<file path="src/rtl/uart_rx_multi.sv">
`timescale 1ns/1ps
// -----------------------------------------------------------------------------
// uart_rx_multi
//   UART receiver with 2-flop input synchronizer, 3-sample majority voting,
//   false-start rejection, optional parity, 1/2 stop bits and a small
//   first-word-fall-through output FIFO with per-word error flags.
//
// Ports
//   clk            system clock
//   rst_n          asynchronous active-low reset
//   rx_pin         asynchronous serial line, idle high
//   rx_data        head-of-FIFO data word (0 while FIFO empty)
//   rx_parity_err  head word failed parity check
//   rx_frame_err   head word had a low stop-bit sample
//   rx_data_valid  FIFO not empty
//   rx_data_ready  consumer accepts head word when high with valid
//   rx_overrun     one-cycle pulse: completed frame dropped, FIFO full
//   rx_busy        receive FSM not in IDLE
//
// FSM states
//   state    | meaning
//   ---------+-----------------------------------------------------------
//   S_IDLE   | waiting for a falling edge on the synchronized line
//   S_START  | timing the start bit; voted 1 at mid-bit = false start
//   S_DATA   | shifting in DATA_BITS data bits, LSB first
//   S_PARITY | checking the parity bit (only when PARITY != 0)
//   S_STOP   | sampling stop bit(s); last one exits at mid-bit
//   S_PUSH   | one cycle: write frame into FIFO or flag overrun
// -----------------------------------------------------------------------------
module uart_rx_multi #(
  parameter int CLKS_PER_BIT = 240,
  parameter int DATA_BITS    = 8,
  parameter int PARITY       = 0,
  parameter int STOP_BITS    = 1,
  parameter int FIFO_DEPTH   = 4
) (
  input  logic                 clk,
  input  logic                 rst_n,
  input  logic                 rx_pin,
  output logic [DATA_BITS-1:0] rx_data,
  output logic                 rx_parity_err,
  output logic                 rx_frame_err,
  output logic                 rx_data_valid,
  input  logic                 rx_data_ready,
  output logic                 rx_overrun,
  output logic                 rx_busy
);

  localparam int CW  = $clog2(CLKS_PER_BIT);
  localparam int MID = CLKS_PER_BIT / 2;
  localparam int BW  = $clog2(DATA_BITS);
  localparam int AW  = $clog2(FIFO_DEPTH);
  localparam int PW  = AW + 1;
  localparam int EW  = DATA_BITS + 2;

  localparam logic [CW-1:0] CNT_LAST   = CW'(CLKS_PER_BIT - 1);
  localparam logic [CW-1:0] CNT_MID_M1 = CW'(MID - 1);
  localparam logic [CW-1:0] CNT_MID    = CW'(MID);
  localparam logic [CW-1:0] CNT_MID_P1 = CW'(MID + 1);
  localparam logic [BW-1:0] BIT_LAST   = BW'(DATA_BITS - 1);
  localparam logic          STOP_LAST  = 1'(STOP_BITS - 1);
  localparam logic          PAR_ODD    = (PARITY == 1);

  typedef enum logic [2:0] {
    S_IDLE,
    S_START,
    S_DATA,
    S_PARITY,
    S_STOP,
    S_PUSH
  } state_t;

  state_t               state_q, state_d;
  logic                 sync1_q, sync1_d;
  logic                 rx_s_q, rx_s_d;
  logic                 rx_prev_q, rx_prev_d;
  logic [CW-1:0]        cnt_q, cnt_d;
  logic [1:0]           samp_q, samp_d;
  logic [BW-1:0]        bit_idx_q, bit_idx_d;
  logic                 stop_idx_q, stop_idx_d;
  logic [DATA_BITS-1:0] shreg_q, shreg_d;
  logic                 perr_q, perr_d;
  logic                 ferr_q, ferr_d;
  logic                 overrun_q, overrun_d;
  logic [PW-1:0]        wr_ptr_q, wr_ptr_d;
  logic [PW-1:0]        rd_ptr_q, rd_ptr_d;
  logic [EW-1:0]        mem_q [FIFO_DEPTH];
  logic [EW-1:0]        mem_d [FIFO_DEPTH];

  logic          fall;
  logic          vote;
  logic          at_mid1;
  logic          at_last;
  logic          fifo_empty;
  logic          fifo_full;
  logic          pop;
  logic          push_req;
  logic          push_ok;
  logic [EW-1:0] head;

  assign fall    = rx_prev_q & ~rx_s_q;
  // Third sample is the live synchronized value at cnt = MID+1.
  assign vote    = (samp_q[0] & samp_q[1]) | (samp_q[0] & rx_s_q) | (samp_q[1] & rx_s_q);
  assign at_mid1 = (cnt_q == CNT_MID_P1);
  assign at_last = (cnt_q == CNT_LAST);

  assign fifo_empty = (wr_ptr_q == rd_ptr_q);
  assign fifo_full  = (wr_ptr_q[AW] != rd_ptr_q[AW]) &&
                      (wr_ptr_q[AW-1:0] == rd_ptr_q[AW-1:0]);
  assign pop        = ~fifo_empty & rx_data_ready;
  assign push_req   = (state_q == S_PUSH);
  // A pop in the same cycle frees the slot a full FIFO would otherwise lack.
  assign push_ok    = push_req & (~fifo_full | pop);
  assign head       = mem_q[rd_ptr_q[AW-1:0]];

  always_comb begin
    state_d    = state_q;
    sync1_d    = rx_pin;
    rx_s_d     = sync1_q;
    rx_prev_d  = rx_s_q;
    samp_d     = samp_q;
    bit_idx_d  = bit_idx_q;
    stop_idx_d = stop_idx_q;
    shreg_d    = shreg_q;
    perr_d     = perr_q;
    ferr_d     = ferr_q;

    if (cnt_q == CNT_MID_M1) samp_d[0] = rx_s_q;
    if (cnt_q == CNT_MID)    samp_d[1] = rx_s_q;

    case (state_q)
      S_IDLE: begin
        if (fall) state_d = S_START;
      end
      S_START: begin
        if (at_mid1 && vote) begin
          state_d = S_IDLE;
        end else if (at_last) begin
          state_d   = S_DATA;
          bit_idx_d = '0;
        end
      end
      S_DATA: begin
        if (at_mid1) shreg_d[bit_idx_q] = vote;
        if (at_last) begin
          if (bit_idx_q == BIT_LAST) begin
            state_d    = (PARITY != 0) ? S_PARITY : S_STOP;
            stop_idx_d = 1'b0;
          end else begin
            bit_idx_d = bit_idx_q + BW'(1);
          end
        end
      end
      S_PARITY: begin
        if (at_mid1 && ((^shreg_q ^ vote) != PAR_ODD)) perr_d = 1'b1;
        if (at_last) begin
          state_d    = S_STOP;
          stop_idx_d = 1'b0;
        end
      end
      S_STOP: begin
        if (at_mid1 && !vote) ferr_d = 1'b1;
        // Last stop bit exits at mid-bit so the next start edge is seen.
        if (at_mid1 && (stop_idx_q == STOP_LAST)) begin
          state_d = S_PUSH;
        end else if (at_last) begin
          stop_idx_d = stop_idx_q + 1'b1;
        end
      end
      S_PUSH: begin
        perr_d  = 1'b0;
        ferr_d  = 1'b0;
        state_d = S_IDLE;
      end
      default: state_d = S_IDLE;
    endcase
  end

  always_comb begin
    cnt_d = '0;
    if ((state_d == state_q) && (state_q != S_IDLE)) begin
      cnt_d = at_last ? '0 : cnt_q + CW'(1);
    end
  end

  always_comb begin
    mem_d     = mem_q;
    wr_ptr_d  = wr_ptr_q;
    rd_ptr_d  = rd_ptr_q;
    overrun_d = push_req & ~push_ok;
    if (push_ok) begin
      mem_d[wr_ptr_q[AW-1:0]] = {ferr_q, perr_q, shreg_q};
      wr_ptr_d                = wr_ptr_q + PW'(1);
    end
    if (pop) rd_ptr_d = rd_ptr_q + PW'(1);
  end

  always_ff @(posedge clk or negedge rst_n) begin
    if (!rst_n) begin
      state_q    <= S_IDLE;
      sync1_q    <= 1'b1;
      rx_s_q     <= 1'b1;
      rx_prev_q  <= 1'b1;
      cnt_q      <= '0;
      samp_q     <= 2'b11;
      bit_idx_q  <= '0;
      stop_idx_q <= 1'b0;
      shreg_q    <= '0;
      perr_q     <= 1'b0;
      ferr_q     <= 1'b0;
      overrun_q  <= 1'b0;
      wr_ptr_q   <= '0;
      rd_ptr_q   <= '0;
      for (int i = 0; i < FIFO_DEPTH; i++) mem_q[i] <= '0;
    end else begin
      state_q    <= state_d;
      sync1_q    <= sync1_d;
      rx_s_q     <= rx_s_d;
      rx_prev_q  <= rx_prev_d;
      cnt_q      <= cnt_d;
      samp_q     <= samp_d;
      bit_idx_q  <= bit_idx_d;
      stop_idx_q <= stop_idx_d;
      shreg_q    <= shreg_d;
      perr_q     <= perr_d;
      ferr_q     <= ferr_d;
      overrun_q  <= overrun_d;
      wr_ptr_q   <= wr_ptr_d;
      rd_ptr_q   <= rd_ptr_d;
      mem_q      <= mem_d;
    end
  end

  // Outputs are forced to zero while empty so the reset view is all-zero.
  assign rx_data_valid = ~fifo_empty;
  assign rx_data       = fifo_empty ? '0 : head[DATA_BITS-1:0];
  assign rx_parity_err = ~fifo_empty & head[DATA_BITS];
  assign rx_frame_err  = ~fifo_empty & head[DATA_BITS+1];
  assign rx_overrun    = overrun_q;
  assign rx_busy       = (state_q != S_IDLE);

endmodule

</file>
<file path="config.mk">
export PLATFORM = sky130hd
export DESIGN_NAME = uart_rx_multi
export DESIGN_NICKNAME = d
export VERILOG_FILES = /design/src/rtl/uart_rx_multi.sv
export SDC_FILE = /design/constraint.sdc
export NUM_CORES = 1
export LEC_CHECK = 0
export ABC_AREA = 1
export CAP_MARGIN = 25
export CORE_ASPECT_RATIO = 0.8
export CORE_MARGIN = 2
export CORE_UTILIZATION = 38
export CTS_CLUSTER_DIAMETER = 60
export DETAILED_ROUTE_END_ITERATION = 6
export GPL_ROUTABILITY_DRIVEN = 0
export HOLD_SLACK_MARGIN = 0.02
export PLACE_DENSITY = 0.63
export SLEW_MARGIN = 15
export SYNTH_ARGS = -nofsm -noshare
export SYNTH_HDL_FRONTEND = slang
export SYNTH_SLANG_ARGS = --single-unit
</file>
<file path="constraint.sdc">
create_clock -name clk -period 1.6 [get_ports clk]
set_input_delay 0.32 -clock clk [delete_from_list [all_inputs] [get_ports clk]]
set_output_delay 0.32 -clock clk [all_outputs]
set_load 0.05 [all_outputs]
</file>
==> results of run 1 <==
-- synth_stat cells, drive strengths merged --
master / n / area (sq um)
dfstp: 5 / 131.4
nand3b: 2 / 15.01
nor4: 2 / 12.51
o21a: 12 / 90.09
o21ai: 62 / 310.3
o22ai: 2 / 12.51
nor2: 39 / 187.7
nand3: 23 / 132.6
clkbuf: 5 / 18.77
nand2: 119 / 469.2
dfrtp: 72 / 1802
xnor2: 6 / 52.55
a21oi: 31 / 166.4
ha: 10 / 125.1
nor3: 2 / 21.27
nand4: 5 / 31.28
xor2: 8 / 70.07
inv: 69 / 259.0
or2: 2 / 12.52
buf: 11 / 67.56
-- state kept, by name, summed over array words and instances, names as in the netlist --
| name | flops |
|---|---|
| shreg_q | 8 |
| ferr_q | 1 |
| cnt_q | 8 |
| bit_idx_q | 3 |
| mem_q | 40 |
| wr_ptr_q | 3 |
| rx_prev_d | 1 |
| rx_prev_q | 1 |
| rx_s_d | 1 |
| rd_ptr_q | 3 |
| state_q | 3 |
| perr_q | 1 |
| stop_idx_q | 1 |
| rx_overrun | 1 |
| samp_q | 2 |
-- cell type report --
type	count	area [sq um]	share of cell area, %
inverters	69	296.5	5.294
flip-flops and latches	77	1936	34.55
repair buffers	68	789.5	14.09
well taps	140	175.2	3.127
multi-input cells	328	2033	36.30
clock buffers	9	225.2	4.021
clock inverters	7	146.4	2.613
-- power by group through the flow --
stage / clock network [mW] / logic [mW] / registers (mW)
after floorplan: 0 / 0.197 / 2.06
after global placement: 0 / 0.325 / 2.07
after detailed placement: 0 / 0.329 / 2.07
after CTS: 2.59 / 0.362 / 2.04
after global routing: 2.67 / 0.476 / 2.05
final: 2.54 / 0.431 / 2.05
-- repair_timing --
item	CTS	global route
endpoints found under the hold margin	14	0
gates cloned	6	0
pin swaps	13	23
hold buffers	1	0
setup buffers	8	7
gates resized for setup	54	48
endpoints found under the setup margin	42	80
-- per-layer routing --
layer  up-vias  wire [um]  GRT usage [%]
met3        15        620          4.785
li1       1702          -              -
met5         -          0              0
met2        87       4742          31.90
met4         0        142          7.044
met1      1630       4408          24.49
-- kinds of logic after synthesis --
logic type | Yosys count
XOR/XNOR | 14
buffers and inverters | 85
AO/OA/AOI/OAI | 107
flip-flops | 77
adder cells (fa/ha/maj) | 10
AND/OR/NAND/NOR | 194
-- through the flow --
| step | setup slack [ps] | hold WS, ps |
|---|---|---|
| after floorplan | -29.03 | 24.41 |
| after global placement | -157.4 | 235.7 |
| after detailed placement | -189.2 | 239.8 |
| after CTS | -385.9 | 358.8 |
| after global routing | -494.3 | 359.3 |
| final | -388.8 | 357.4 |
-- worst min path at each step --
| stage | start | to | slack (ps) | depth (start not counted) |
|---|---|---|---|---|
| floorplan | rst_n | bit_idx_q[0]$_DFFE_PN0P_ | 20 | 0 |
| global placement | rst_n | rd_ptr_q[1]$_DFFE_PN0P_ | 240 | 1 |
| detailed placement | rst_n | rd_ptr_q[1]$_DFFE_PN0P_ | 240 | 1 |
| CTS | rx_s_d$_DFF_PN1_ | rx_prev_d$_DFF_PN1_ | 360 | 0 |
| global route | rx_s_d$_DFF_PN1_ | rx_prev_d$_DFF_PN1_ | 360 | 0 |
| finish | rx_s_d$_DFF_PN1_ | rx_prev_d$_DFF_PN1_ | 360 | 0 |
-- worst register-to-register path: cells and delay by family (launching register included) --
kind / cells / cell delay (ps)
and+or+nand+nor: 5 / 520
DFF: 1 / 450
buffers and inverters: 3 / 420
xor gates and xnor gates: 1 / 190
AOI/OAI and AO/OA: 1 / 100
==> impl_metrics.ini, run 1 <==
[run_status]
status = complete, but fails checks
violations = negative setup slack

[sta]
layout_min_cycle_time_ps = 1989
finalSetupTns_ps = -8741
slew_violations = 0
setup_ws_ps = -388.8
fmax_mhz = 502.8
relSlewSlack_pct = 69.70
finalClockSkew_ps = 5.784
hold_violations = 0
setup_viol = 55
worst_pin_slew_ps = 454.0
fin_crit_sh_pct = 124.3
rsz0062_at_grt = yes

[floorplan]
dieHeight_um = 95.63
rows = 33
fp.dieW_um = 118.5
ios = 17
die-area_sq_um = 11330
start_util_pct = 38.94
core-area_sq_um = 10240

[synthesis]
synth-simple-area-share_pct = 22.12
synth-compound-area-share_pct = 14.53
muxShareOfSynthArea_pct = 0
synth_cell_types = 35
synth_seq_area_share_pct = 48.48
synthXorXnorAreaFrac_pct = 3.075
syn_inst = 487
synthesis.nets = 501
synth_seq_cells = 77
yosysWarningCount = 0
synth_top_family_by_area = simple AND/OR/NAND/NOR gates
netlist_area_sq_um = 3988
yosys.area_share.adder_pct = 3.138
syn_avg_cell_area_sq_um = 8.188

[setup_path]
crit_type = reg -> out
rr_worst_depth = 10
critical_path.max_fanout = 6
worstPathRequired_ps = 1280
crit_path_end = rx_data[2]
timing.rr.end = mem_q[0]$_DFFE_PN0P_
cp-startpoint = rd_ptr_q[0]$_DFFE_PN0P_
worst_ep_arrival_time_ps = 1670
cpPeakStageDelay_ps = 420
critical-path-slowest-cell = dfrtp_1
worstReg2RegStart = rd_ptr_q[2]$_DFFE_PN0P_
cp-start-kind = register
critical_path.top_delay_family = flip-flops
rrSetupSlack_ps = -180
critPathCaptureType = output pin
worstPathCellList = xor2_1 -> a21oi_2 -> buf_6 -> nand2_8 -> nand2_4 -> clkinvlp_4 -> buf_12
path_buf_inv = 3
cp_num_cells = 7

[placement]
dp_hpwl_um = 6513
port_buffers = 16
dp.cells = 660
placed_cell_area_sq_um = 4695

[grt]
grt_max_degree = 28
grt_pass1_wl_um = 16870
grt_pass1_vias = 3518
antenna_found_initial = 0
grt-ovfl-total = 0
grtUsageTotal_pct = 19.18

[drt]
vias = 3434
drc = 0
avgRoutedWirePerCell_um = 14.20
drtIter0Drc = 194
routed_via_density = 4.920
drt_wl_total_um = 9914
dr.pass1.iters = 4
ant_nets = 0

[cts]
clk_latency_ps = 340
clock-sinks = 77
cts-root-buf = clkbuf_16
htree_levels = 3
clk_pin_slew_ps = 60
cts_buffers = 9
cts_tree = done
cts_buffer_depth = 2

[cells_and_area]
final_area_sq_um = 5602
final_common_cell = nand2_1
stdcell_count = 698
area_delta_synth_final_pct = 40.48
fillers = 922
final_cell_mix = nand2_1 (96), dfrtp_1 (70), inv_1 (51), o21ai_0 (45), buf_4 (38)
antenna_cells = 0
drive_above_1_share_pct = 30.65
fin_util_pct = 54.70
nets = 567

[power_and_ir_drop]
power_mw = 5.022
swShare_pct = 22.98
internal_power_mw = 3.868
p_sw_mw = 1.154
power_leakage_nw = 2.769
power.share.sequential_pct = 40.7
power_density_nw_per_um2 = 896.5
vdd_drop_max_uv = 795.9
power_frac_comb_pct = 8.6
pwr-share-clk_pct = 50.7

[job]
maxCapViolCount = 0

[min_path]
hold_path_class = reg -> reg
Power figures use the tool's default switching activity.
==> inputs of run 2 (changes only) <==
CTS_CLUSTER_DIAMETER = not set   (was 60)
SLEW_MARGIN = not set   (was 15)
==> results of run 2 <==
Same layout as run 1: the final DEF is identical, and so are final timing and power.
